`config.mk`:
```
export PLATFORM = sky130hd
export DESIGN_NAME = kbd_scan_ctrl_flat
export DESIGN_NICKNAME = d
export VERILOG_FILES = /design/src/rtl/kbd_pkg.sv /design/src/rtl/kbd_scan_ctrl_if.sv /design/src/rtl/kbd_prefix_timer.sv /design/src/rtl/kbd_scan_ctrl.sv /design/src/flat_wrapper.sv
export SDC_FILE = /design/constraint.sdc
export NUM_CORES = 1
export LEC_CHECK = 0
export CAP_MARGIN = 20
export CORE_ASPECT_RATIO = 0.6
export CORE_UTILIZATION = 24
export DETAILED_ROUTE_END_ITERATION = 10
export PLACE_DENSITY = 0.53
export SLEW_MARGIN = 40
export SYNTH_ARGS = -nofsm -noshare
export SYNTH_HDL_FRONTEND = slang
export SYNTH_HIERARCHICAL = 1
export SYNTH_SLANG_ARGS = --single-unit
```
`constraint.sdc`:
```
create_clock -name clk -period 6.45 [get_ports clk]
set_input_delay 1.29 -clock clk [delete_from_list [all_inputs] [get_ports clk]]
set_output_delay 1.29 -clock clk [all_outputs]
set_load 0.02 [all_outputs]
```
`src/rtl/kbd_pkg.sv`:
```
// Shared scan-code constants, FSM state encoding and byte classification
// for the PS/2 keyboard-display path.
package kbd_pkg;

    localparam logic [7:0] SC_BREAK  = 8'hF0;
    localparam logic [7:0] SC_EXT    = 8'hE0;
    localparam logic [7:0] SC_LSHIFT = 8'h12;
    localparam logic [7:0] SC_RSHIFT = 8'h59;
    localparam logic [7:0] SC_CAPS   = 8'h58;

    typedef enum logic [1:0] {
        ST_IDLE    = 2'd0,
        ST_BRK     = 2'd1,
        ST_EXT     = 2'd2,
        ST_EXT_BRK = 2'd3
    } kbd_state_t;

    // Keyboard status/ack bytes that carry no key information.
    function automatic logic is_ignored(input logic [7:0] code);
        return (code == 8'h00) || (code == 8'hAA) ||
               (code == 8'hFE) || (code == 8'hFF);
    endfunction

endpackage

```
`src/rtl/kbd_scan_ctrl_if.sv`:
```
// Byte-receiver input and display-control outputs of the scan controller.
interface kbd_scan_ctrl_if;

    logic       rx_valid;
    logic [7:0] rx_data;
    logic       pre;
    logic       up;
    logic [7:0] my_data;
    logic       caps_on;
    logic [7:0] press_cnt;
    logic       err_stb;

    modport master (
        output rx_valid, rx_data,
        input  pre, up, my_data, caps_on, press_cnt, err_stb
    );

    modport slave (
        input  rx_valid, rx_data,
        output pre, up, my_data, caps_on, press_cnt, err_stb
    );

endinterface

```
`src/rtl/kbd_prefix_timer.sv`:
```
// Watchdog for prefix sequences: counts while a prefix is pending and
// flags expiry when its follower byte never arrives.
module kbd_prefix_timer #(
    parameter int TIMEOUT_CYCLES = 50000
) (
    input  logic clk,
    input  logic rst,
    input  logic clear,
    input  logic run,
    output logic expire
);

    localparam int CNT_W = (TIMEOUT_CYCLES > 2) ? $clog2(TIMEOUT_CYCLES) : 1;
    localparam logic [CNT_W-1:0] LAST = CNT_W'(TIMEOUT_CYCLES - 1);

    logic [CNT_W-1:0] cnt_reg;

    // A byte arriving in the expiry cycle wins, so clear masks expire.
    assign expire = run && !clear && (cnt_reg == LAST);

    always_ff @(posedge clk) begin
        if (rst || clear || !run) begin
            cnt_reg <= '0;
        end else if (cnt_reg != LAST) begin
            cnt_reg <= cnt_reg + 1'b1;
        end
    end

endmodule

```
`src/rtl/kbd_scan_ctrl.sv`:
```
// Turns raw PS/2 scan-code bytes into key-held, shift-table select,
// current make code, caps-lock state and a press counter.
module kbd_scan_ctrl
    import kbd_pkg::*;
#(
    parameter int TIMEOUT_CYCLES = 50000
) (
    input  logic                  clk,
    input  logic                  rst,
    kbd_scan_ctrl_if.slave        bus
);

    kbd_state_t state_reg;
    logic       lshift_reg;
    logic       rshift_reg;
    logic       caps_held_reg;
    logic       caps_on_reg;
    logic       pre_reg;
    logic [7:0] my_data_reg;
    logic [7:0] press_cnt_reg;
    logic       err_stb_reg;
    logic       expire;

    logic [7:0] code;
    assign code = bus.rx_data;

    kbd_prefix_timer #(
        .TIMEOUT_CYCLES (TIMEOUT_CYCLES)
    ) u_prefix_timer (
        .clk    (clk),
        .rst    (rst),
        .clear  (bus.rx_valid),
        .run    (state_reg != ST_IDLE),
        .expire (expire)
    );

    always_ff @(posedge clk) begin
        if (rst) begin
            state_reg     <= ST_IDLE;
            lshift_reg    <= 1'b0;
            rshift_reg    <= 1'b0;
            caps_held_reg <= 1'b0;
            caps_on_reg   <= 1'b0;
            pre_reg       <= 1'b0;
            my_data_reg   <= 8'h00;
            press_cnt_reg <= 8'h00;
            err_stb_reg   <= 1'b0;
        end else begin
            err_stb_reg <= 1'b0;
            if (bus.rx_valid) begin
                case (state_reg)
                    ST_IDLE: begin
                        if (code == SC_BREAK) begin
                            state_reg <= ST_BRK;
                        end else if (code == SC_EXT) begin
                            state_reg <= ST_EXT;
                        end else if (is_ignored(code)) begin
                            state_reg <= ST_IDLE;
                        end else if (code == SC_LSHIFT) begin
                            lshift_reg <= 1'b1;
                        end else if (code == SC_RSHIFT) begin
                            rshift_reg <= 1'b1;
                        end else if (code == SC_CAPS) begin
                            // Only the first make of a held caps key toggles.
                            if (!caps_held_reg) begin
                                caps_on_reg <= ~caps_on_reg;
                            end
                            caps_held_reg <= 1'b1;
                        end else if (!(pre_reg && (code == my_data_reg))) begin
                            my_data_reg   <= code;
                            pre_reg       <= 1'b1;
                            press_cnt_reg <= press_cnt_reg + 8'd1;
                        end
                    end
                    ST_BRK: begin
                        state_reg <= ST_IDLE;
                        if (code == SC_LSHIFT) begin
                            lshift_reg <= 1'b0;
                        end else if (code == SC_RSHIFT) begin
                            rshift_reg <= 1'b0;
                        end else if (code == SC_CAPS) begin
                            caps_held_reg <= 1'b0;
                        end
                        if (code == my_data_reg) begin
                            pre_reg <= 1'b0;
                        end
                    end
                    ST_EXT: begin
                        state_reg <= (code == SC_BREAK) ? ST_EXT_BRK : ST_IDLE;
                    end
                    default: begin
                        state_reg <= ST_IDLE;
                    end
                endcase
            end else if (expire) begin
                state_reg   <= ST_IDLE;
                err_stb_reg <= 1'b1;
            end
        end
    end

    assign bus.pre       = pre_reg;
    assign bus.up        = (lshift_reg | rshift_reg) ^ caps_on_reg;
    assign bus.my_data   = my_data_reg;
    assign bus.caps_on   = caps_on_reg;
    assign bus.press_cnt = press_cnt_reg;
    assign bus.err_stb   = err_stb_reg;

endmodule
```
`src/flat_wrapper.sv`:
```
// flat-port wrapper written by rule: the top's interface ports become plain ports
module kbd_scan_ctrl_flat import kbd_pkg::*;
#(
    parameter int TIMEOUT_CYCLES = 50000
)
  (clk, rst, bus_rx_valid, bus_rx_data, bus_pre, bus_up, bus_my_data, bus_caps_on, bus_press_cnt, bus_err_stb);
  kbd_scan_ctrl_if bus_i ();
  input  logic clk;
  input  logic rst;
  input wire logic [$bits(bus_i.rx_valid)-1:0] bus_rx_valid;
  input wire logic [$bits(bus_i.rx_data)-1:0] bus_rx_data;
  output wire logic [$bits(bus_i.pre)-1:0] bus_pre;
  output wire logic [$bits(bus_i.up)-1:0] bus_up;
  output wire logic [$bits(bus_i.my_data)-1:0] bus_my_data;
  output wire logic [$bits(bus_i.caps_on)-1:0] bus_caps_on;
  output wire logic [$bits(bus_i.press_cnt)-1:0] bus_press_cnt;
  output wire logic [$bits(bus_i.err_stb)-1:0] bus_err_stb;
  assign bus_i.rx_valid = bus_rx_valid;
  assign bus_i.rx_data = bus_rx_data;
  assign bus_pre = bus_i.pre;
  assign bus_up = bus_i.up;
  assign bus_my_data = bus_i.my_data;
  assign bus_caps_on = bus_i.caps_on;
  assign bus_press_cnt = bus_i.press_cnt;
  assign bus_err_stb = bus_i.err_stb;
  kbd_scan_ctrl #(.TIMEOUT_CYCLES(TIMEOUT_CYCLES)) u_core (.clk(clk), .rst(rst), .bus(bus_i));
endmodule
```
* After elaboration in Yosys (flattened, before gate mapping) *
Cells that the tools add are included.

word-level totals
  logic and storage cells = 117
  bits of input ports = 11
  register bits = 40

cells by class
  reductions and logical operators = 23
  $add $sub $neg = 2
  equality and inequality tests = 30
  bitwise operators = 11
  mux-type cells = 41

operators with widths
  cell                                                                   number
  8-bit equality test, second input constant                             5
  1-bit two-way mux                                                      30
  9-bit AND reduction                                                    3
  2-bit != test, second input constant                                   9
  16-bit by 1-bit adder with 16-bit output, second input constant        1
  16-bit equality test, second input constant                            1
  8-bit by 7-bit equality test with 1-bit output, second input constant  2
  16-bit != test, second input constant                                  1
  2-bit by 1-bit != test with 1-bit output, second input constant        7
  2-bit two-way mux                                                      6
  11-bit AND reduction                                                   1
  10-bit AND reduction                                                   1
  1-bit NOT                                                              9
  8-bit by 1-bit adder with 8-bit output, second input constant          1
  8-bit by 5-bit equality test with 1-bit output, second input constant  1
  8-bit equality test                                                    1
  8-bit zero test                                                        1
  1-bit one-hot mux with 2 select lines                                  4
  7-bit AND reduction                                                    1
  2-bit nonzero test                                                     3
  1-bit logical OR                                                       5
  5-bit by 2-bit != test with 1-bit output, second input constant        1
  2-bit one-hot mux with 2 select lines                                  1
  1-bit logical AND                                                      3
  8 further kinds                                                        9

* Longest topological paths before layout *
Gate-level depths: netlist of the first run.

  word-level depth = 10
  depth in mapped cells = 9

* Modules after synthesis *
Netlist of the first run, hierarchy kept.

modules (own cells, without submodules)
  module            cells each  times used  sequential area each (um^2)  area an instance (um^2)
  kbd_scan_ctrl     148         1           480.5                        1328.8
  kbd_prefix_timer  85          1           320.3                        755.7

* Least setup slack after synthesis of the first run *
No wires, ideal clock.

  path type = input to register
  from = input bus_rx_data[2]
  to = register u_core.press_cnt_reg[4] (netlist: u_core/bus.press_cnt[4])
  stages on the path = 7
  arrival = 2.789 ns
  path buffers = 1
  library setup time = 0.123 ns
  setup slack = 3.537 ns
  data required time = 6.327 ns
  path through = or4_4 -> o21ai_2 -> nor3_1 -> and3b_1 -> buf_6 -> nand4_1 -> mux2_1

between the ends
  longest elaborated chain between the ends = 6
  elaborated cells between the ends (all ways) = 22
  classes of those cells = 9 x eq/ne; 7 x bitwise; 6 x reduce/logical

RTL lines
  item                                                           RTL line             text
  from (decl)                                                    flat_wrapper.sv:11   input wire logic [$bits(bus_i.rx_data)-1:0] bus_rx_data;
  8-bit equality test / 8-bit zero test (equally long branches)  kbd_pkg.sv:20        return (code == 8'h00) || (code == 8'hAA) ||
  1-bit logical OR (2 in series)                                 kbd_pkg.sv:20
  1-bit logical OR                                               kbd_pkg.sv:21        (code == 8'hFE) || (code == 8'hFF);
  1-bit NOT (no line)                                            --
  9-bit AND reduction (no line) *                                --
  to (signal assigned)                                           kbd_scan_ctrl.sv:72  press_cnt_reg <= press_cnt_reg + 8'd1;
  to (decl)                                                      kbd_scan_ctrl.sv:20  logic [7:0] press_cnt_reg;

Every way passes the cells marked *; elsewhere a longest branch is shown, timed or not.
A chain may end at the register's enable or synchronous reset.

* Worst setup path in the final report of the first run *
  from = input bus_rx_data[2]
  to = register u_core.press_cnt_reg[3] (netlist: u_core/bus.press_cnt[3])

The elaborated chain is that of the path after synthesis.

==> metrics.md, run 1 <==
| Metric | Value |
|---|---|
| DRC violations left | `0` |
| DP HPWL | `3345 um` |
| Setup Skew | `2.416 ps` |
| PostCTS Resize Cnt | `0` |
| WL final | `4599 um` |
| Async set or reset register ratio after synthesis | `0%` |
| Worst Setup End Kind | `flop` |
| RSZ-0062 raised after global routing | `no` |
| CTS tree | `yes` |
| Leak | `0.0009051 uW` |
| Slowest stage delay, CP | `620 ps` |
| Post-layout min period | `3451 ps` |
| Setup Fix Bufs, Post-CTS | `0` |
| Number of synthesized flops with an enable pin | `0` |
| TNS Setup | `0 ps` |
| Most common cell after layout, fill and taps aside | `dfxtp_1` |
| Count of final hold-check violations | `0` |
| Port bufs | `30` |
| Synthesized Nets | `246` |
| Via count | `1,711` |
| WL per Instance | `12.46 um` |
| Max reg flops | `16` |
| M1 WL | `2617 um` |
| Final Max Tran Viols | `0` |
| Clock buffer depth | `2` |
| Buf/Inv on CP | `1` |
| Largest net degree at the start of global routing | `28` |
| Uppermost layer routed | `met4` |
| CP Data Required Time | `6630 ps` |
| Clock-pin slew on the worst setup and hold paths | `60 ps` |
| CP Launch Type | `primary input` |
| Worst r2r src | `u_core/u_prefix_timer/cnt_reg[0]$_SDFFE_PP0P_` |
| Initial core utilization | `25.63%` |
| Die width | `122.3 um` |
| Number of placement rows | `25` |
| Distinct cells, synth | `48` |
| Measured slew at the worst slew-check pin | `517.0 ps` |
| Routed met2 length | `1673 um` |
| Crit Path Category | `primary input to flop` |
| Max-Cap Viols | `0` |
| First-pass GRT wire length | `7686 um` |
| Core box area | `0.008133 mm^2` |
| Sw power | `134.6 uW` |
| Most frequent cells in the layout | `dfxtp_1, nor2_1, clkdlybuf4s50_1` |
| Slew HR | `65.27%` |
| Mapped Area | `0.002084 mm^2` |
| Die area | `0.009075 mm^2` |
| Die Span Y | `74.19 um` |
| Arrival @ worst endpoint | `3630 ps` |
| I/O pin count | `31` |
| Share of layout cells above drive strength 1 | `8.429%` |
| Final setup violation count | `0` |
| Number of global-route vias before repair | `1,541` |
| Iteration count of the initial detailed-routing pass | `5` |
| Logic gate share of total power | `9.0%` |
| Yosys reg bits | `40` |
| CP max FO | `20` |
| GRT Util Overall | `11.21%` |
| CTS Hold Bufs | `0` |
| GPL Wtd Cong | `0.8470` |
| Vias per cell | `4.637` |
| Int Pwr | `481.9 uW` |
| Largest delay share family, worst path | `simple AND/OR/NAND/NOR gates` |
| GRT overflow | `0` |
| Net Sw Frac | `21.83%` |
| Cells after Synth | `233` |
| Post-layout net count | `273` |
| Num Clock Sinks | `40` |
| Clk_lat worst skew | `280 ps` |
| Pwr per Cell Area | `236.1 mW/mm^2` |
| Clock network power share | `49.1%` |
| Worst min path class | `flop to flop` |
| DRT iter0 DRCs | `90` |
| Hold path startpoint | `u_core/lshift_reg$_SDFFE_PP0P_` |
| H-tree depth | `2` |
| Reg power frac | `42.0%` |
| Initial antenna violation count | `0` |
| Avg Cell Area, Syn | `8.946 um^2` |
| Outcome | `finished, final reports clean` |
| Tcrit/Tclk final | `53.51%` |
| Fmax | `0.2897 GHz` |
| Antenna-violating nets left | `0` |
| Met3 WL | `233 um` |
| Post-synthesis sequential area ratio | `38.42%` |
| Fin cells | `369` |
| Peak VDD IR | `0.1059 mV` |
| Slowest CP cell | `or4_4` |
| Predominant post-synthesis flop cell | `dfxtp_1` |
| Inst Count DP | `361` |
| Yosys warnings | `6` |
| CP startpoint | `bus_rx_data[2]` |
| Antenna cells | `0` |
| Area Growth Syn to Fin | `25.27%` |
| Worst path cell trace | `clkdlybuf4s50_1 -> or4_4 -> o21ai_2 -> nor3_1 -> and3b_2 -> nand4_1 -> mux2_2` |
| Clk Tree Root Cell | `clkbuf_16` |
| CTS buffer count | `5` |
-- per-stage QoR --
stage	setup slack, ps	total power, uW	instance area, um^2	hold slack, ps	util, %
after floorplan	3537	297.6	2085	441.1	-
after global placement	2547	318.9	2427	449.9	29.85
after detailed placement	2707	319.3	2429	453.9	29.86
after CTS	3016	627.5	2611	468.0	32.11
after global routing	2885	646.4	2611	497.7	32.11
final	2999	616.5	2611	462.3	32.11
-- cells in the mapped netlist, drive strengths merged (2+ instances only) --
cell | count | area share, %
o21a | 2 | 0.72
or2 | 2 | 0.60
nand4 | 8 | 2.4
or4b | 2 | 1.1
nor2 | 32 | 5.8
inv | 7 | 1.3
clkbuf | 3 | 0.54
buf | 7 | 3.8
nor2b | 3 | 0.90
nand2b | 3 | 0.90
o21ai | 6 | 1.6
nor3b | 4 | 1.4
mux2i | 10 | 4.8
dfxtp | 40 | 38
nor3 | 10 | 2.4
and4 | 2 | 0.84
mux2 | 2 | 1.1
ha | 2 | 1.2
nand4b | 2 | 0.84
xor2 | 12 | 5.0
nand2 | 8 | 1.4
xnor2 | 9 | 3.8
and3b | 5 | 2.1
or3 | 3 | 0.90
a21oi | 13 | 3.1
nand3 | 10 | 2.4
a21o | 4 | 1.6
nor4 | 11 | 4.3
-- cell families (layout without fill, tap and decap cells) --
family	after synthesis	count (layout)	synth area share (%)
simple gates	110	110	30.61
flops	40	40	38.42
compound gates	30	30	9.004
xor+xnor	21	21	8.824
buf+inv	18	46	6.062
mux	12	12	5.882
fa+ha+maj	2	2	1.200
-- layout make-up --
type | count | area [um^2]
Clock inverter | 1 | 30.03
Tap cell | 108 | 135.1
Sequential cell | 40 | 800.8
Clock buffer | 7 | 152.6
Fill cell | 874 | 5522
Timing Repair Buffer | 31 | 307.8
Inverter | 7 | 26.28
Multi-Input combinational cell | 175 | 1159
-- layer usage --
layer	GRT usage (%)	vias up
met3	4.218	6
met4	4.472	0
met1	16.19	797
li1	-	883
met5	0	-
met2	14.61	25
-- final timing paths --
kind	end	slack (ps)	depth (start not counted)
worst max-delay path	u_core/bus.press_cnt[3]$_SDFFE_PP0P_	3000	7
worst min-delay path	u_core/lshift_reg$_SDFFE_PP0P_	460	1
worst max register to register	u_core/state_reg[1]$_SDFFE_PP0P_	4240	7
worst min register to register	u_core/lshift_reg$_SDFFE_PP0P_	460	1
-- worst register-to-register path, stage by stage, from the launching register on --
cell and delay, ps:
dfxtp_1 400, ha_1 210, nand3_1 340, nor4_4 630, and3b_1 260, nor2_1 60, nor2b_1 110, a211oi_1 70
-- power groups by stage --
| stage | sequential (uW) | clock [uW] | combinational (uW) |
|---|---|---|---|
| 2_1_floorplan | 269 | 0 | 28.7 |
| 3_3_place_gp | 264 | 0 | 54.9 |
| 3_5_place_dp | 264 | 0 | 55.3 |
| 4_1_cts | 259 | 314 | 55.4 |
| 5_1_grt | 259 | 328 | 59.5 |
| 6_report | 259 | 302 | 55.4 |
Note: power is estimated with default switching activity, not from simulation.
==> inputs of run 2 (changes only) <==
clock period = 3.6 ns   (was 6.45 ns; I/O delays follow)
==> run 2 against run 1 <==
Effect of this change:
- global-route usage fell by 0.27 points
- setup slack got worse by 2100 ps
- first-iteration DRC count fell by 36%
- largest power group unchanged
- highest routed layer unchanged
==> metrics.md, run 2 (synthesis gave the netlist of run 1 again) <==
| Metric | Value |
|---|---|
| Outcome | `finished, final reports clean` |
| Final setup violation count | `0 (unchanged)` |
| Final instance area | `0.002633 mm^2 (+0.81%)` |
| GPL Wtd Cong | `0.7410 (-13%)` |
| Leak | `0.0009197 uW (+1.6%)` |
| Largest delay share family, worst path | `simple AND/OR/NAND/NOR gates` |
| Via count | `1,694 (-0.99%)` |
| Clock-pin slew on the worst setup and hold paths | `60 ps (about the same)` |
| Worst hold path depth | `1 (unchanged)` |
| Die width | `122.3 um (unchanged)` |
| First-pass GRT wire length | `7638 um (-0.62%)` |
| Setup Skew | `3.205 ps (+0.7891 ps)` |
| Slowest CP cell | `or4_4` |
| Core box area | `0.008133 mm^2 (unchanged)` |
| Post-layout min period | `2732 ps` |
| R2R cell count | `7 (unchanged)` |
| Share of layout cells above drive strength 1 | `9.091% (+0.66 points)` |
| WL final | `4612 um (+0.28%)` |
| Most common cell after layout, fill and taps aside | `dfxtp_1` |
| Count of final hold-check violations | `0 (unchanged)` |
| Area Growth Syn to Fin | `26.29%` |
| Arrival @ worst endpoint | `2900 ps (-730 ps)` |
| Pwr per Cell Area | `420.6 mW/mm^2 (+78%)` |
| Initial core utilization | `25.63% (unchanged)` |
| GRT Util Overall | `10.94% (-0.27 points)` |
| DRT iter0 DRCs | `58 (-36%)` |
| Largest net degree at the start of global routing | `27 (-3.6%)` |
| Buf/Inv on CP | `1 (unchanged)` |
| Most frequent cells in the layout | `dfxtp_1, nor2_1, clkdlybuf4s50_1` |
| RSZ-0062 raised after global routing | `no` |
| I/O pin count | `31 (unchanged)` |
| Worst min path class | `flop to flop` |
| DP HPWL | `3348 um (+0.10%)` |
| H-tree depth | `2 (unchanged)` |
| Peak VDD IR | `0.2131 mV (+100%)` |
| Stages on worst setup path | `7 (unchanged)` |
| Clk Tree Root Cell | `clkbuf_16` |
| Placed cell area | `0.002450 mm^2 (+0.88%)` |
| CP Launch Type | `primary input` |
| Die Span Y | `74.19 um (unchanged)` |
| Initial antenna violation count | `0 (unchanged)` |
| Crit Path Category | `primary input to flop` |
| Antenna-violating nets left | `0 (unchanged)` |
| Net Sw Frac | `21.83% (about the same)` |
| Post-layout net count | `276 (+1.1%)` |
| CTS buffer count | `5 (unchanged)` |
| GRT overflow | `0 (unchanged)` |
| DRC violations left | `0 (unchanged)` |
| Logic gate share of total power | `9.1% (about the same)` |
| Worst path cell trace | `clkdlybuf4s50_1 -> or4_4 -> o21ai_2 -> nor3_1 -> and3b_1 -> nand4_1 -> mux2_2` |
| Worst Setup End Kind | `flop` |
| Vias per cell | `4.554 (-1.8%)` |
| Fmax | `0.3660 GHz` |
| Slowest stage delay, CP | `620 ps (about the same)` |
| Sw power | `241.7 uW (+80%)` |
| Die area | `0.009075 mm^2 (unchanged)` |
| Tcrit/Tclk final | `75.90%` |
| Num Clock Sinks | `40 (unchanged)` |
| Setup Fix Bufs, Post-CTS | `0 (unchanged)` |
| CP max FO | `7 (-65%)` |
| Slew HR | `63.36% (-1.9 points)` |
| Clock network power share | `49.1% (about the same)` |
| Max-Cap Viols | `0 (unchanged)` |
| TNS Setup | `0 ps (unchanged)` |
| CP Data Required Time | `3770 ps (-2860 ps)` |
| PostCTS Resize Cnt | `0 (unchanged)` |
| Clock buffer depth | `2 (unchanged)` |
| WL per Instance | `12.40 um (-0.53%)` |
| Max reg flops | `16 (unchanged)` |
| Dpl ws | `591.7 ps (-2115 ps)` |
| Iteration count of the initial detailed-routing pass | `4 (-1)` |
| Port bufs | `30 (unchanged)` |
| Reg power frac | `41.8% (-0.2 points)` |
| Number of placement rows | `25 (unchanged)` |
| Measured slew at the worst slew-check pin | `545.6 ps (+28.54 ps)` |
| CTS tree | `yes` |
| CTS Hold Bufs | `0 (unchanged)` |
| Number of global-route vias before repair | `1,555 (+0.91%)` |
| Min setup slack post-route | `867.6 ps (-2131 ps)` |
| Final Max Tran Viols | `0 (unchanged)` |
| Antenna cells | `0 (unchanged)` |
| Clk_lat worst skew | `280 ps (about the same)` |
| Int Pwr | `865.6 uW (+80%)` |
run 2: area by class of cell:
class	count	area (um^2)
clock buffers	7	152.6
clock inverters	1	30.03
fillers	862	5500
inverters	7	26.28
multi-input cells	175	1157
flip-flops and latches	40	800.8
well taps	108	135.1
repair buffers	34	330.3
run 2: metal layers:
metal | GRT usage [%] | wire length [um]
met2 | 14.11 | 1645
met3 | 3.298 | 212
met5 | 0 | 0
met4 | 3.659 | 57
met1 | 16.65 | 2696
run 2: power by group through the flow:
stage	registers [uW]	logic, uW	clock network [uW]
final	463	101	544
after global routing	464	109	580
after CTS	463	101	559
after detailed placement	473	101	0
after global placement	473	101	0
after floorplan	482	51.4	0
run 2: path summary, 6_finish.rpt:
| path | start | slack [ps] | end |
|---|---|---|---|
| min | u_core/lshift_reg$_SDFFE_PP0P_ | 470 | u_core/lshift_reg$_SDFFE_PP0P_ |
| max | bus_rx_data[2] | 870 | u_core/bus.press_cnt[3]$_SDFFE_PP0P_ |
| min reg2reg | u_core/lshift_reg$_SDFFE_PP0P_ | 470 | u_core/lshift_reg$_SDFFE_PP0P_ |
| max reg2reg | u_core/u_prefix_timer/cnt_reg[0]$_SDFFE_PP0P_ | 1370 | u_core/state_reg[1]$_SDFFE_PP0P_ |
run 2: metrics by stage:
| step | util (%) | hold slack [ps] | std cells | total power (uW) |
|---|---|---|---|---|
| 2_1_floorplan | - | 441.1 | 233 | 533.2 |
| 3_3_place_gp | 30.12 | 454.3 | 364 | 573.6 |
| 3_5_place_dp | 30.12 | 456.9 | 364 | 573.5 |
| 4_1_cts | 32.37 | 471.2 | 372 | 1123 |
| 5_1_grt | 32.37 | 485.8 | 372 | 1153 |
| 6_report | 32.37 | 465.6 | 372 | 1107 |
